**src/rtl/mem_port_arbiter_if.sv**
```systemverilog
// Bundles the fetch port, data port and mem_system side of the shared-memory arbiter.
// The arbiter uses the slave view; the environment driving requests and memory responses uses master.
interface mem_port_arbiter_if;
  logic [15:0] i_addr;
  logic        i_read;
  logic [15:0] i_data_out;
  logic        i_done;
  logic        i_stall;
  logic        i_cache_hit;

  logic [15:0] d_addr;
  logic [15:0] d_data_in;
  logic        d_read;
  logic        d_write;
  logic [15:0] d_data_out;
  logic        d_done;
  logic        d_stall;
  logic        d_cache_hit;

  logic [15:0] ms_addr;
  logic [15:0] ms_data_in;
  logic        ms_read;
  logic        ms_write;
  logic [15:0] ms_data_out;
  logic        ms_done;
  logic        ms_stall;
  logic        ms_cache_hit;

  logic        err;

  modport slave (
    input  i_addr, i_read, d_addr, d_data_in, d_read, d_write,
           ms_data_out, ms_done, ms_stall, ms_cache_hit,
    output i_data_out, i_done, i_stall, i_cache_hit,
           d_data_out, d_done, d_stall, d_cache_hit,
           ms_addr, ms_data_in, ms_read, ms_write, err
  );

  modport master (
    output i_addr, i_read, d_addr, d_data_in, d_read, d_write,
           ms_data_out, ms_done, ms_stall, ms_cache_hit,
    input  i_data_out, i_done, i_stall, i_cache_hit,
           d_data_out, d_done, d_stall, d_cache_hit,
           ms_addr, ms_data_in, ms_read, ms_write, err
  );
endinterface

```
**src/rtl/mem_port_arbiter.sv**
```systemverilog
// Round-robin arbiter sharing one mem_system between the fetch (I) and data (D) ports,
// with a watchdog that aborts hung transactions and a sticky error flag.
module mem_port_arbiter #(
  parameter int TIMEOUT = 64,
  parameter int TO_W    = 7
) (
  input logic               clk,
  input logic               rst,
  mem_port_arbiter_if.slave bus
);
  typedef enum logic [1:0] {IDLE, ISSUE, WAIT, ABORT} state_t;

  state_t          state;
  state_t          state_next;
  logic            owner_d;
  logic            last_d;
  logic            write_q;
  logic            err_q;
  logic [15:0]     addr_q;
  logic [15:0]     data_q;
  logic [TO_W-1:0] wdog;

  logic            d_valid;
  logic            d_conflict;
  logic            grant;
  logic            grant_d;
  logic            resp_ok;
  logic            done_any;
  logic            spurious;
  logic            i_done_w;
  logic            d_done_w;
  logic [15:0]     resp_data;
  logic            resp_hit;

  always_ff @(posedge clk) begin
    if (rst) begin
      state   <= IDLE;
      owner_d <= 1'b1;
      last_d  <= 1'b1;
      write_q <= 1'b0;
      addr_q  <= '0;
      data_q  <= '0;
      wdog    <= '0;
      err_q   <= 1'b0;
    end else begin
      state <= state_next;
      if (grant) begin
        owner_d <= grant_d;
        addr_q  <= grant_d ? bus.d_addr : bus.i_addr;
        data_q  <= grant_d ? bus.d_data_in : '0;
        write_q <= grant_d & bus.d_write;
      end
      if (state == ISSUE) begin
        last_d <= owner_d;
        wdog   <= '0;
      end else if (state == WAIT) begin
        wdog <= wdog + TO_W'(1);
      end
      if (d_conflict || spurious || state == ABORT) begin
        err_q <= 1'b1;
      end
    end
  end

  // A D request with both read and write set is never a candidate for the grant.
  always_comb begin
    state_next = state;
    grant      = 1'b0;
    grant_d    = 1'b0;
    d_valid    = bus.d_read ^ bus.d_write;
    d_conflict = bus.d_read & bus.d_write;

    case (state)
      IDLE: begin
        if (bus.i_read || d_valid) begin
          grant      = 1'b1;
          grant_d    = (bus.i_read && d_valid) ? ~last_d : d_valid;
          state_next = ISSUE;
        end
      end
      ISSUE: state_next = WAIT;
      WAIT: begin
        if (bus.ms_done) begin
          state_next = IDLE;
        end else if (wdog == TO_W'(TIMEOUT - 1)) begin
          state_next = ABORT;
        end
      end
      ABORT:   state_next = IDLE;
      default: state_next = IDLE;
    endcase

    resp_ok   = (state == WAIT) && bus.ms_done;
    done_any  = resp_ok || (state == ABORT);
    resp_data = resp_ok ? bus.ms_data_out : '0;
    resp_hit  = resp_ok & bus.ms_cache_hit;
    spurious  = bus.ms_done && (state == IDLE || state == ISSUE);
    i_done_w  = done_any & ~owner_d;
    d_done_w  = done_any & owner_d;

    bus.ms_read     = (state == ISSUE) & ~write_q;
    bus.ms_write    = (state == ISSUE) & write_q;
    bus.ms_addr     = addr_q;
    bus.ms_data_in  = data_q;
    bus.i_done      = i_done_w;
    bus.d_done      = d_done_w;
    bus.i_data_out  = i_done_w ? resp_data : '0;
    bus.d_data_out  = d_done_w ? resp_data : '0;
    bus.i_cache_hit = i_done_w & resp_hit;
    bus.d_cache_hit = d_done_w & resp_hit;
    bus.i_stall     = bus.i_read & ~i_done_w;
    bus.d_stall     = (bus.d_read | bus.d_write) & ~d_done_w;
    bus.err         = err_q;
  end
endmodule

```
**src/flat_wrapper.sv**
```systemverilog
// flat-port wrapper written by rule: the top's interface ports become plain ports
module mem_port_arbiter_flat 
#(
  parameter int TIMEOUT = 64,
  parameter int TO_W    = 7
)
  (clk, rst, bus_i_addr, bus_i_read, bus_d_addr, bus_d_data_in, bus_d_read, bus_d_write, bus_ms_data_out, bus_ms_done, bus_ms_stall, bus_ms_cache_hit, bus_i_data_out, bus_i_done, bus_i_stall, bus_i_cache_hit, bus_d_data_out, bus_d_done, bus_d_stall, bus_d_cache_hit, bus_ms_addr, bus_ms_data_in, bus_ms_read, bus_ms_write, bus_err);
  mem_port_arbiter_if bus_i ();
  input logic clk;
  input logic rst;
  input wire logic [$bits(bus_i.i_addr)-1:0] bus_i_addr;
  input wire logic [$bits(bus_i.i_read)-1:0] bus_i_read;
  input wire logic [$bits(bus_i.d_addr)-1:0] bus_d_addr;
  input wire logic [$bits(bus_i.d_data_in)-1:0] bus_d_data_in;
  input wire logic [$bits(bus_i.d_read)-1:0] bus_d_read;
  input wire logic [$bits(bus_i.d_write)-1:0] bus_d_write;
  input wire logic [$bits(bus_i.ms_data_out)-1:0] bus_ms_data_out;
  input wire logic [$bits(bus_i.ms_done)-1:0] bus_ms_done;
  input wire logic [$bits(bus_i.ms_stall)-1:0] bus_ms_stall;
  input wire logic [$bits(bus_i.ms_cache_hit)-1:0] bus_ms_cache_hit;
  output wire logic [$bits(bus_i.i_data_out)-1:0] bus_i_data_out;
  output wire logic [$bits(bus_i.i_done)-1:0] bus_i_done;
  output wire logic [$bits(bus_i.i_stall)-1:0] bus_i_stall;
  output wire logic [$bits(bus_i.i_cache_hit)-1:0] bus_i_cache_hit;
  output wire logic [$bits(bus_i.d_data_out)-1:0] bus_d_data_out;
  output wire logic [$bits(bus_i.d_done)-1:0] bus_d_done;
  output wire logic [$bits(bus_i.d_stall)-1:0] bus_d_stall;
  output wire logic [$bits(bus_i.d_cache_hit)-1:0] bus_d_cache_hit;
  output wire logic [$bits(bus_i.ms_addr)-1:0] bus_ms_addr;
  output wire logic [$bits(bus_i.ms_data_in)-1:0] bus_ms_data_in;
  output wire logic [$bits(bus_i.ms_read)-1:0] bus_ms_read;
  output wire logic [$bits(bus_i.ms_write)-1:0] bus_ms_write;
  output wire logic [$bits(bus_i.err)-1:0] bus_err;
  assign bus_i.i_addr = bus_i_addr;
  assign bus_i.i_read = bus_i_read;
  assign bus_i.d_addr = bus_d_addr;
  assign bus_i.d_data_in = bus_d_data_in;
  assign bus_i.d_read = bus_d_read;
  assign bus_i.d_write = bus_d_write;
  assign bus_i.ms_data_out = bus_ms_data_out;
  assign bus_i.ms_done = bus_ms_done;
  assign bus_i.ms_stall = bus_ms_stall;
  assign bus_i.ms_cache_hit = bus_ms_cache_hit;
  assign bus_i_data_out = bus_i.i_data_out;
  assign bus_i_done = bus_i.i_done;
  assign bus_i_stall = bus_i.i_stall;
  assign bus_i_cache_hit = bus_i.i_cache_hit;
  assign bus_d_data_out = bus_i.d_data_out;
  assign bus_d_done = bus_i.d_done;
  assign bus_d_stall = bus_i.d_stall;
  assign bus_d_cache_hit = bus_i.d_cache_hit;
  assign bus_ms_addr = bus_i.ms_addr;
  assign bus_ms_data_in = bus_i.ms_data_in;
  assign bus_ms_read = bus_i.ms_read;
  assign bus_ms_write = bus_i.ms_write;
  assign bus_err = bus_i.err;
  mem_port_arbiter #(.TIMEOUT(TIMEOUT), .TO_W(TO_W)) u_core (.clk(clk), .rst(rst), .bus(bus_i));
endmodule
```
**config.mk**
```make
export PLATFORM = sky130hd
export DESIGN_NAME = mem_port_arbiter_flat
export DESIGN_NICKNAME = d
export VERILOG_FILES = /design/src/rtl/mem_port_arbiter_if.sv /design/src/rtl/mem_port_arbiter.sv /design/src/flat_wrapper.sv
export SDC_FILE = /design/constraint.sdc
export NUM_CORES = 1
export LEC_CHECK = 0
export BUFFER_PORTS_ARGS = -buffer_cell sky130_fd_sc_hd__buf_4
export CAP_MARGIN = 30
export CORE_UTILIZATION = 45
export CTS_CLUSTER_SIZE = 30
export DETAILED_ROUTE_END_ITERATION = 6
export HOLD_SLACK_MARGIN = 0.1
export PLACE_DENSITY_LB_ADDON = 0.25
export SLEW_MARGIN = 25
export SYNTH_ARGS = -nofsm -noshare
export SYNTH_HDL_FRONTEND = slang
export SYNTH_SLANG_ARGS = --single-unit
```
**constraint.sdc**
```tcl
create_clock -name clk -period 1.8 [get_ports clk]
set_input_delay 0.09 -clock clk [delete_from_list [all_inputs] [get_ports clk]]
set_output_delay 0.09 -clock clk [all_outputs]
set_load 0.02 [all_outputs]
```
==> flow_summary_export.csv, run 1 <==
group,metric,value,unit
placed_design,gp_congestion,0.7257,
grt,grt_max_degree,46,
critical_path,critPathCaptureType,"output port",
grt,grt_usage,25.68,%
yosys,synth_top_area_share,33.99,%
clocking,tritoncts,"built",
routing,drtAntennaViolNets,0,
routing,detail_route.wl_per_cell,15.15,µm
placed_design,io_buffers,143,
clocking,clk_path_buf_depth,2,
routing,via_per_inst,5.546,
grt,grt_pass1_vias,2664,
final_layout,stdcell_area,3993,µm²
status,run_status,"finished, final reports clean",
yosys,syn_inst,303,
timing,whs,0.1044,ns
clocking,cts_setup_buffers,0,
critical_path,path_cells,"buf_12, nand2_1, nor3_2, buf_4, and2_1, buf_4",
final_layout,area_growth,50.66,%
critical_path,crit_buf_inv,3,
yosys,ys_warn_count,0,
pwr,powerDensity,717.4,nW/µm²
floorplan,initial_core_util,47.26,%
timing,tns,0,ns
critical_path,cpMostUsedCell,"buf_4",
yosys,seq_area_frac_synth,33.99,%
timing,tightest_slew,0.6142,ns
critical_path,crit_slowest_cell,"dfxtp_1",
clocking,cts_made_buffers,5,
yosys,synth_edf_count,0,
yosys,netlist_top_cells_count,"dfxtp_1 (45), a21oi_1 (40), and2_1 (34), nand3_1 (19), nor2_1 (19)",
placed_design,post_dp_cell_area,3715,µm²
clocking,cts_sinks,45,
pwr,p_leak,1.737,nW
timing,hold_violations,0,
routing,dr.pass1.iters,4,
yosys,synth.distinct_cells,47,
timing,rsz0062_at_grt,"no",
yosys,synth_most_common_cell,"dfxtp_1",
floorplan,die_area,6200,µm²
yosys,syn_nets,378,
pwr,total_power,2.864,mW
critical_path,path_class,"reg -> out",
yosys,syn_area,2650,µm²
grt,overflow,0,
placed_design,dp.cells,502,
clocking,clk_pin_slew,0.10,ns
yosys,yosys.area.top_type,"dfxtp_1",
yosys,avgSynthCellArea,8.746,µm²
critical_path,timing.critical_path.arrival,1.60,ns
critical_path,required,1.71,ns
timing,post-route-period-util,93.67,%
clocking,cts_root_buffer,"clkbuf_8",
pwr,vdd_drop_max,0.5037,mV
floorplan,row_count,27,
floorplan,die_w,78.74,µm
yosys,ys_ff_latch,45,
critical_path,path_delay_family,"buffers and inverters",
timing,setup_viol,0,
floorplan,ios,145,
grt,grt_pass1_wl,12720,µm
grt,antenna_found_initial,0,
final_layout,drive_above_1_share,44.84,%
critical_path,critPathLaunchType,"flop",
timing,timing.fmax,0.5931,GHz
critical_path,critPathMaxStageDelay,0.40,ns
job,maxCapViolCount,0,
final_layout,antenna_cells,0,
routing,wl,7985,µm
yosys,synthFlopType,"dfxtp_1",
floorplan,coreArea,5608,µm²
clocking,htreeDepth,2,
timing,slew_violations,0,
final_layout,num-nets-final,529,
timing,finalClockSkew,0.01188,ns
placed_design,place_hpwl,5507,µm
timing,period_needed,1.686,ns
clocking,clock_latency,0.31,ns
routing,route.detailed.drc,0,
floorplan,chipHeight,78.74,µm
routing,vias,2923,
final_layout,finalNonFillerCells,527,
routing,first_iter_violations,127,
critical_path,path_max_fanout,26,
yosys,synth_area_leaders,"dfxtp_1 (34%), and2_1 (8.0%), a21oi_1 (7.6%)",
worst_hold_path,hp-class,"in -> reg",
timing,relSlewSlack,59.06,%
yosys,synth_async_sr_flop_share,0,%
## sequential cells by signal, indices dropped and copies added, names as in the netlist
register               count
u_core.owner_d             1
u_core.bus.err             1
u_core.bus.ms_data_in     16
u_core.bus.ms_addr        16
u_core.state               2
u_core.wdog                7
u_core.write_q             1
u_core.last_d              1
## cell type report
cell class	count	area, µm²
clock buffers	5	68.82
clock inverters	3	22.52
fillers	450	1615
inverters	7	26.28
multi-input cells	221	1506
flip-flops and latches	45	900.9
well taps	72	90.09
repair buffers	174	1378
## placed cells by master (no fill, tap or decap), types with 3 or more instances in the layout
master,count
o21ai_1,18
a2111oi_1,4
a2111oi_2,11
nor4_2,10
ha_1,3
nand2_1,7
nor4_1,7
dfxtp_1,45
and2_1,34
a21oi_1,40
clkbuf_8,5
nor2_1,19
nor2b_1,4
buf_4,154
nand3_1,19
nor2_2,9
inv_1,6
dlygate4sd3_1,17
## through the flow
step | setup WS, ns | utilization [%]
6_report | 0.1140 | 71.20
5_1_grt | 0.002285 | 71.20
4_1_cts | 0.01423 | 70.91
3_5_place_dp | 0.04213 | 66.24
3_3_place_gp | 0.1249 | 66.24
2_1_floorplan | 0.4053 | -
## metal layers
layer | global-route usage [%] | vias to the layer above | wire [µm]
met5 | 0 | - | 0
met4 | 8.333 | 0 | 114
met3 | 7.126 | 12 | 653
met2 | 45.30 | 125 | 4113
met1 | 29.79 | 1385 | 3103
li1 | - | 1401 | -
## kinds of logic after synthesis
group | share of synthesized area, %
and+or+nand+nor | 29.89
AOI/OAI and AO/OA | 24.03
DFF | 33.99
buffers and inverters | 9.159
muxes | 1.180
adders and majority gates | 1.417
xor gates and xnor gates | 0.3306
## final timing paths
path | depth (start not counted) | start | slack (ns) | endpoint
worst min-delay path | 3 | bus_d_addr[0] | 0.10 | u_core.bus.ms_addr[0]
worst min register to register | 2 | u_core.bus.ms_data_in[4] | 0.49 | u_core.bus.ms_data_in[4]
worst max-delay path | 6 | u_core.state[1] | 0.11 | bus_i_data_out[1]
worst max register to register | 5 | u_core.state[1] | 0.29 | u_core.bus.ms_addr[2]
## tightest hold or removal path, stage by stage
cell	delay (ns)
buf_4	0.11
nor2_1	0.09
a2111oi_1	0.07
## what timing repair did
action                                 CTS  global route
setup endpoints to repair                0            34
gates resized for setup                  0             4
hold buffers                            17             0
endpoints found under the hold margin   17             0
## power by group
part	internal (mW)	switching (mW)
Sequential	1.09	0.0594
Combinational	0.473	0.600
Clock	0.276	0.365
Total	1.84	1.02
No activity file was read; power rests on OpenSTA's default activity.
==> inputs of run 2 (changes only) <==
--- a/config.mk
+++ b/config.mk
@@ -7,9 +7,10 @@
 export LEC_CHECK = 0
 export BUFFER_PORTS_ARGS = -buffer_cell sky130_fd_sc_hd__buf_4
 export CAP_MARGIN = 30
-export CORE_UTILIZATION = 45
+export CORE_UTILIZATION = 41
 export CTS_CLUSTER_SIZE = 30
 export DETAILED_ROUTE_END_ITERATION = 6
+export GPL_TIMING_DRIVEN = 0
 export HOLD_SLACK_MARGIN = 0.1
 export PLACE_DENSITY_LB_ADDON = 0.25
 export SLEW_MARGIN = 25
==> constraint.sdc (replaced) <==
create_clock -name clk -period 1.5 [get_ports clk]
set_input_delay 0.075 -clock clk [delete_from_list [all_inputs] [get_ports clk]]
set_output_delay 0.075 -clock clk [all_outputs]
set_load 0.02 [all_outputs]
==> run 2 against run 1 <==
The run now ends with setup timing left. Clock-buffer cell count is 2 higher. Sequential share of layout area is 3.6 points lower. Critical path depth is 1 lower. Wire length is 19% higher. Sequential power is 21% higher. Utilization is 8.0 points higher. Die area is 9.5% higher. Clock power is 29% higher. Via count is 5.3% higher. Critical endpoint is now bus_i_data_out[13]. Largest power group is now combinational cells.
==> flow_summary_export.csv, run 2 (same netlist as run 1, synthesis figures left out) <==
group,metric,value,unit
pwr,vdd_drop_max,0.7102,mV
floorplan,die_area,6789,µm²
clocking,cts_made_buffers,5,
grt,grt_max_degree,14,
critical_path,critPathLaunchType,"flop",
routing,vias,3078,
final_layout,num-nets-final,560,
timing,setup_viol,45,
worst_hold_path,hp-class,"in -> reg",
critical_path,required,1.42,ns
grt,grt_usage,27.08,%
critical_path,critPathCaptureType,"output port",
routing,via_per_inst,5.487,
pwr,powerDensity,824.4,nW/µm²
final_layout,drive_above_1_share,57.20,%
timing,tns,-1.378,ns
routing,wl,9486,µm
timing,slew_violations,0,
grt,overflow,0,
final_layout,final_common_cell,"buf_4",
clocking,cts_root_buffer,"clkbuf_8",
timing,tightest_slew,0.8091,ns
timing,fin_ws,-0.06327,ns
routing,route.detailed.drc,0,
clocking,clk_pin_slew,0.08,ns
placed_design,gp_congestion,0.8047,
timing,hold_violations,0,
critical_path,path_class,"reg -> out",
critical_path,path_cells,"buf_8, nor3_4, clkbuf_8, and2_4, buf_6",
clocking,cts_sinks,45,
timing,relSlewSlack,46.06,%
routing,dr.pass1.iters,6,
pwr,total_power,3.956,mW
final_layout,antenna_cells,0,
floorplan,die_w,82.40,µm
critical_path,critPathMaxStageDelay,0.34,ns
timing,rsz0062_at_grt,"yes",
timing,post-route-period-util,104.2,%
timing,period_needed,1.563,ns
floorplan,initial_core_util,43.72,%
placed_design,io_buffers,142,
status,run_status,"complete, but fails checks",
placed_design,post-place-ws,-0.1527,ns
critical_path,crit_slowest_cell,"dfxtp_2",
floorplan,coreArea,6061,µm²
clocking,clk_path_buf_depth,2,
grt,grt_pass1_vias,2967,
floorplan,ios,145,
routing,first_iter_violations,147,
job,maxCapViolCount,0,
routing,detail_route.wl_per_cell,16.91,µm
grt,antenna_found_initial,0,
clocking,htreeDepth,2,
final_layout,final_cell_mix,"buf_4 (124), buf_6 (43), dfxtp_1 (42)",
status,violations,"setup timing",
routing,drtAntennaViolNets,0,
grt,grt_pass1_wl,13920,µm
floorplan,chipHeight,82.40,µm
critical_path,path_max_fanout,7,
timing,timing.fmax,0.6397,GHz
clocking,tritoncts,"built",
clocking,clock_latency,0.29,ns
critical_path,timing.critical_path.arrival,1.49,ns
final_layout,area_growth,81.07,%
timing,finalClockSkew,0.006265,ns
floorplan,row_count,28,
pwr,p_leak,2.029,nW
placed_design,place_hpwl,6111,µm
final_layout,fill_cells,372,
[run 2: changes by cell type in the layout (fill, tap and decap cells not counted), moves of 5 or more]
cell / change
nor4_4: +14
nor4_1: -5
and2_1: -34
buf_4: -30
buf_6: +42
clkbuf_1: +5
nor4_2: -9
and2_4: +34
clkbuf_8: +6
[run 2: through the flow]
| stage | util [%] | instances | hold WS (ns) | instance area [µm²] |
|---|---|---|---|---|
| global placement | 62.86 | 520 | 0.3404 | 3810 |
| CTS | 76.73 | 558 | 0.1003 | 4651 |
| finish | 79.17 | 561 | 0.1106 | 4798 |
| detailed placement | 62.86 | 520 | 0.3462 | 3810 |
| floorplan | - | 303 | 0.2227 | 2650 |
| global route | 79.17 | 561 | 0.1010 | 4798 |
[run 2: path summary, 6_finish.rpt]
check                                         startpoint                  endpoint  slack [ns]  depth (start not counted)
worst max-delay path                     u_core.state[0]        bus_i_data_out[13]       -0.06                          5
worst min register to register  u_core.bus.ms_data_in[6]  u_core.bus.ms_data_in[6]        0.48                          2
worst min-delay path                       bus_d_addr[7]     u_core.bus.ms_addr[7]        0.11                          3
worst max register to register           u_core.state[1]    u_core.bus.ms_addr[10]       -0.06                          6
[run 2: power by group]
| part | leakage, nW | internal, mW | total, mW | switching (mW) |
|---|---|---|---|---|
| registers | 0.371 | 1.31 | 1.39 | 0.0802 |
| clock network | 0.0542 | 0.417 | 0.827 | 0.410 |
| logic | 1.60 | 0.837 | 1.74 | 0.900 |
| total | 2.03 | 2.57 | 3.96 | 1.39 |
[run 2: final cells by class]
cell class | instances | area, µm² | share of cell area [%]
repair buffers | 177 | 1578 | 32.88
inverters | 7 | 28.78 | 0.5997
clock inverters | 1 | 5.005 | 0.1043
multi-input cells | 221 | 1824 | 38.02
well taps | 75 | 93.84 | 1.956
plain buffers | 28 | 262.8 | 5.476
flip-flops and latches | 45 | 909.6 | 18.96
clock buffers | 7 | 96.34 | 2.008
[run 2: layer usage]
metal	track usage (%)	routed length, µm	up-vias
met3	5.165	702	8
met5	0	0	-
met2	51.40	5154	130
met4	5.439	69	0
met1	31.16	3559	1483
li1	-	-	1457
[run 2: repair_timing]
action | in CTS | in global routing
setup endpoints to repair | 56 | 70
pin swaps | 38 | 19
hold buffers | 18 | 0
hold endpoints to repair | 18 | 0
setup buffers | 9 | 5
gates resized for setup | 108 | 27
cloned | 3 | 0
[run 2: worst max-delay path, delay by kind of cell (launching register included)]
family	cells	cell delay, ns
buffers and inverters	3	0.45
AND/OR/NAND/NOR	2	0.40
flip-flops	1	0.34
==> inputs of run 3 (changes only) <==
--- a/config.mk
+++ b/config.mk
@@ -12,7 +12,8 @@
 export DETAILED_ROUTE_END_ITERATION = 6
 export GPL_TIMING_DRIVEN = 0
 export HOLD_SLACK_MARGIN = 0.1
-export PLACE_DENSITY_LB_ADDON = 0.25
+export PLACE_DENSITY = 0.84
+export RECOVER_POWER = 50
 export SLEW_MARGIN = 25
 export SYNTH_ARGS = -nofsm -noshare
 export SYNTH_HDL_FRONTEND = slang
==> run 3 against run 2 <==
The flow still finishes with violations (setup timing). Final area is 4.0% lower. Fmax is 3.0% lower. Sequential share of layout area is 0.74 points higher. Clock power is 18% higher. Non-clock buffer count is 3 lower. Via count is 4.3% higher. Critical path depth stayed put. Critical path type unchanged.
==> flow_summary_export.csv, run 3 (same netlist as run 1, synthesis figures left out) <==
group,metric,value,unit
clocking,clk_pin_slew,0.09,ns
clocking,cts_made_buffers,5,
final_layout,final_cell_mix,"buf_4 (96), dfxtp_1 (42), buf_6 (40)",
floorplan,ios,145,
timing,rsz0062_at_grt,"yes",
critical_path,path_delay_family,"buffers and inverters",
critical_path,path_class,"reg -> out",
pwr,vdd_drop_max,0.6797,mV
critical_path,critPathLaunchType,"flop",
floorplan,coreArea,6061,µm²
grt,grt_pass1_vias,3048,
grt,grtUsageMet3,5.165,%
placed_design,gp_congestion,0.8457,
critical_path,timing.critical_path.arrival,1.54,ns
final_layout,antenna_cells,0,
clocking,cts_sinks,45,
grt,use_met1,31.90,%
floorplan,die_w,82.40,µm
routing,wl,10130,µm
timing,hold_violations,0,
placed_design,io_buffers,142,
placed_design,dp.cells,520,
critical_path,r2r-start,"u_core.state[1]",
timing,setup_viol,44,
routing,vias,3211,
final_layout,drive_above_1_share,50.00,%
worst_hold_path,hp-class,"in -> reg",
floorplan,initial_core_util,43.72,%
timing,timing.fmax,0.6208,GHz
routing,dr.pass1.iters,5,
critical_path,critPathMaxStageDelay,0.35,ns
final_layout,num-nets-final,558,
routing,first_iter_violations,217,
clocking,tritoncts,"built",
floorplan,row_count,28,
pwr,p_leak,1.862,nW
grt,use_met2,51.65,%
grt,grt_pass1_wl,14620,µm
status,run_status,"complete, but fails checks",
job,maxCapViolCount,0,
critical_path,crit_buf_inv,3,
critical_path,path_cells,"buf_12, nor3_4, clkbuf_8, and2_4, buf_6",
timing,period_needed,1.611,ns
critical_path,critical_path.startpoint,"u_core.state[0]",
routing,route.detailed.drc,0,
timing,relSlewSlack,48.81,%
routing,drtAntennaViolNets,0,
timing,tns,-2.205,ns
critical_path,critPathCaptureType,"output port",
routing,detail_route.wl_per_cell,18.12,µm
final_layout,final_common_cell,"buf_4",
clocking,cts_root_buffer,"clkbuf_8",
timing,fin_ws,-0.1109,ns
grt,busiest_layer,"met2",
status,violations,"setup timing",
critical_path,crit_slowest_cell,"dfxtp_2",
clocking,clk_path_buf_depth,2,
pwr,total_power,3.983,mW
worst_hold_path,hp-start,"bus_d_addr[2]",
grt,grt_usage,28.03,%
timing,post-route-period-util,107.4,%
grt,overflow,0,
clocking,htreeDepth,2,
floorplan,die_area,6789,µm²
final_layout,area_growth,73.75,%
timing,slew_violations,0,
grt,antenna_found_initial,0,
pwr,powerDensity,865.1,nW/µm²
grt,grt_max_degree,15,
floorplan,chipHeight,82.40,µm
critical_path,required,1.42,ns
timing,finalClockSkew,0.004635,ns
routing,via_per_inst,5.744,
final_layout,fill_cells,405,
critical_path,path_max_fanout,11,
timing,tightest_slew,0.7678,ns
clocking,clock_latency,0.30,ns
placed_design,place_hpwl,6105,µm
final_layout,finalNonFillerCells,559,
## run 3: cell count changes in the layout (fill, tap and decap cells not counted), sizes merged
cell,before,now
buf,178,143
clkinvlp,0,1
bufinv,0,1
clkinv,1,0
nor3,3,4
clkbuf,16,47
## run 3: cell type report
class / instances / area [µm²] / area share (%)
Multi-Input combinational cell: 222 / 1813 / 39.37
Timing Repair Buffer: 172 / 1350 / 29.32
Sequential cell: 45 / 907.1 / 19.70
Buffer: 30 / 289.0 / 6.277
Tap cell: 75 / 93.84 / 2.038
Clock buffer: 6 / 82.58 / 1.793
Clock inverter: 2 / 37.54 / 0.8152
Inverter: 7 / 31.28 / 0.6793
## run 3: per-stage QoR
step / utilization (%) / area [µm²] / setup slack (ns) / hold slack, ns
6_report: 75.97 / 4604 / -0.1109 / 0.1109
5_1_grt: 75.97 / 4604 / -0.1447 / 0.1170
4_1_cts: 72.30 / 4382 / -0.1233 / 0.1020
3_5_place_dp: 62.86 / 3810 / -0.1867 / 0.3470
3_3_place_gp: 62.86 / 3810 / -0.1064 / 0.3388
2_1_floorplan: - / 2650 / 0.1053 / 0.2227
## run 3: path summary, 6_finish.rpt
kind	endpoint	slack (ns)	depth (start not counted)
setup / recovery	bus_i_data_out[6]	-0.11	5
hold / removal	u_core.bus.ms_addr[2]	0.11	3
setup reg to reg	u_core.bus.ms_addr[5]	-0.06	6
hold reg to reg	u_core.bus.ms_data_in[0]	0.49	2
## run 3: repair_timing
action                                  CTS  global route
buffers inserted                          5             5
hold endpoints to repair                 18             0
gates resized for setup                  57            69
pin swaps                                16            10
hold buffers                             18             0
gates cloned                              2             1
endpoints found under the setup margin   47            70
## run 3: metal layers
metal	up-vias	share of wire (%)
li1	1458	-
met5	-	0
met3	20	10
met4	0	2.0
met2	224	52
met1	1509	36
## run 3: where the power goes
group	internal, mW	switching, mW
clock network	0.542	0.432
logic	0.704	0.909
registers	1.31	0.0833
## run 3: worst reg2reg max path, cell delays in order (launching register included)
cell	delay, ns
dfxtp_2	0.32
buf_6	0.13
or2_1	0.27
buf_6	0.16
buf_12	0.16
nor4_4	0.27
a2111oi_2	0.09
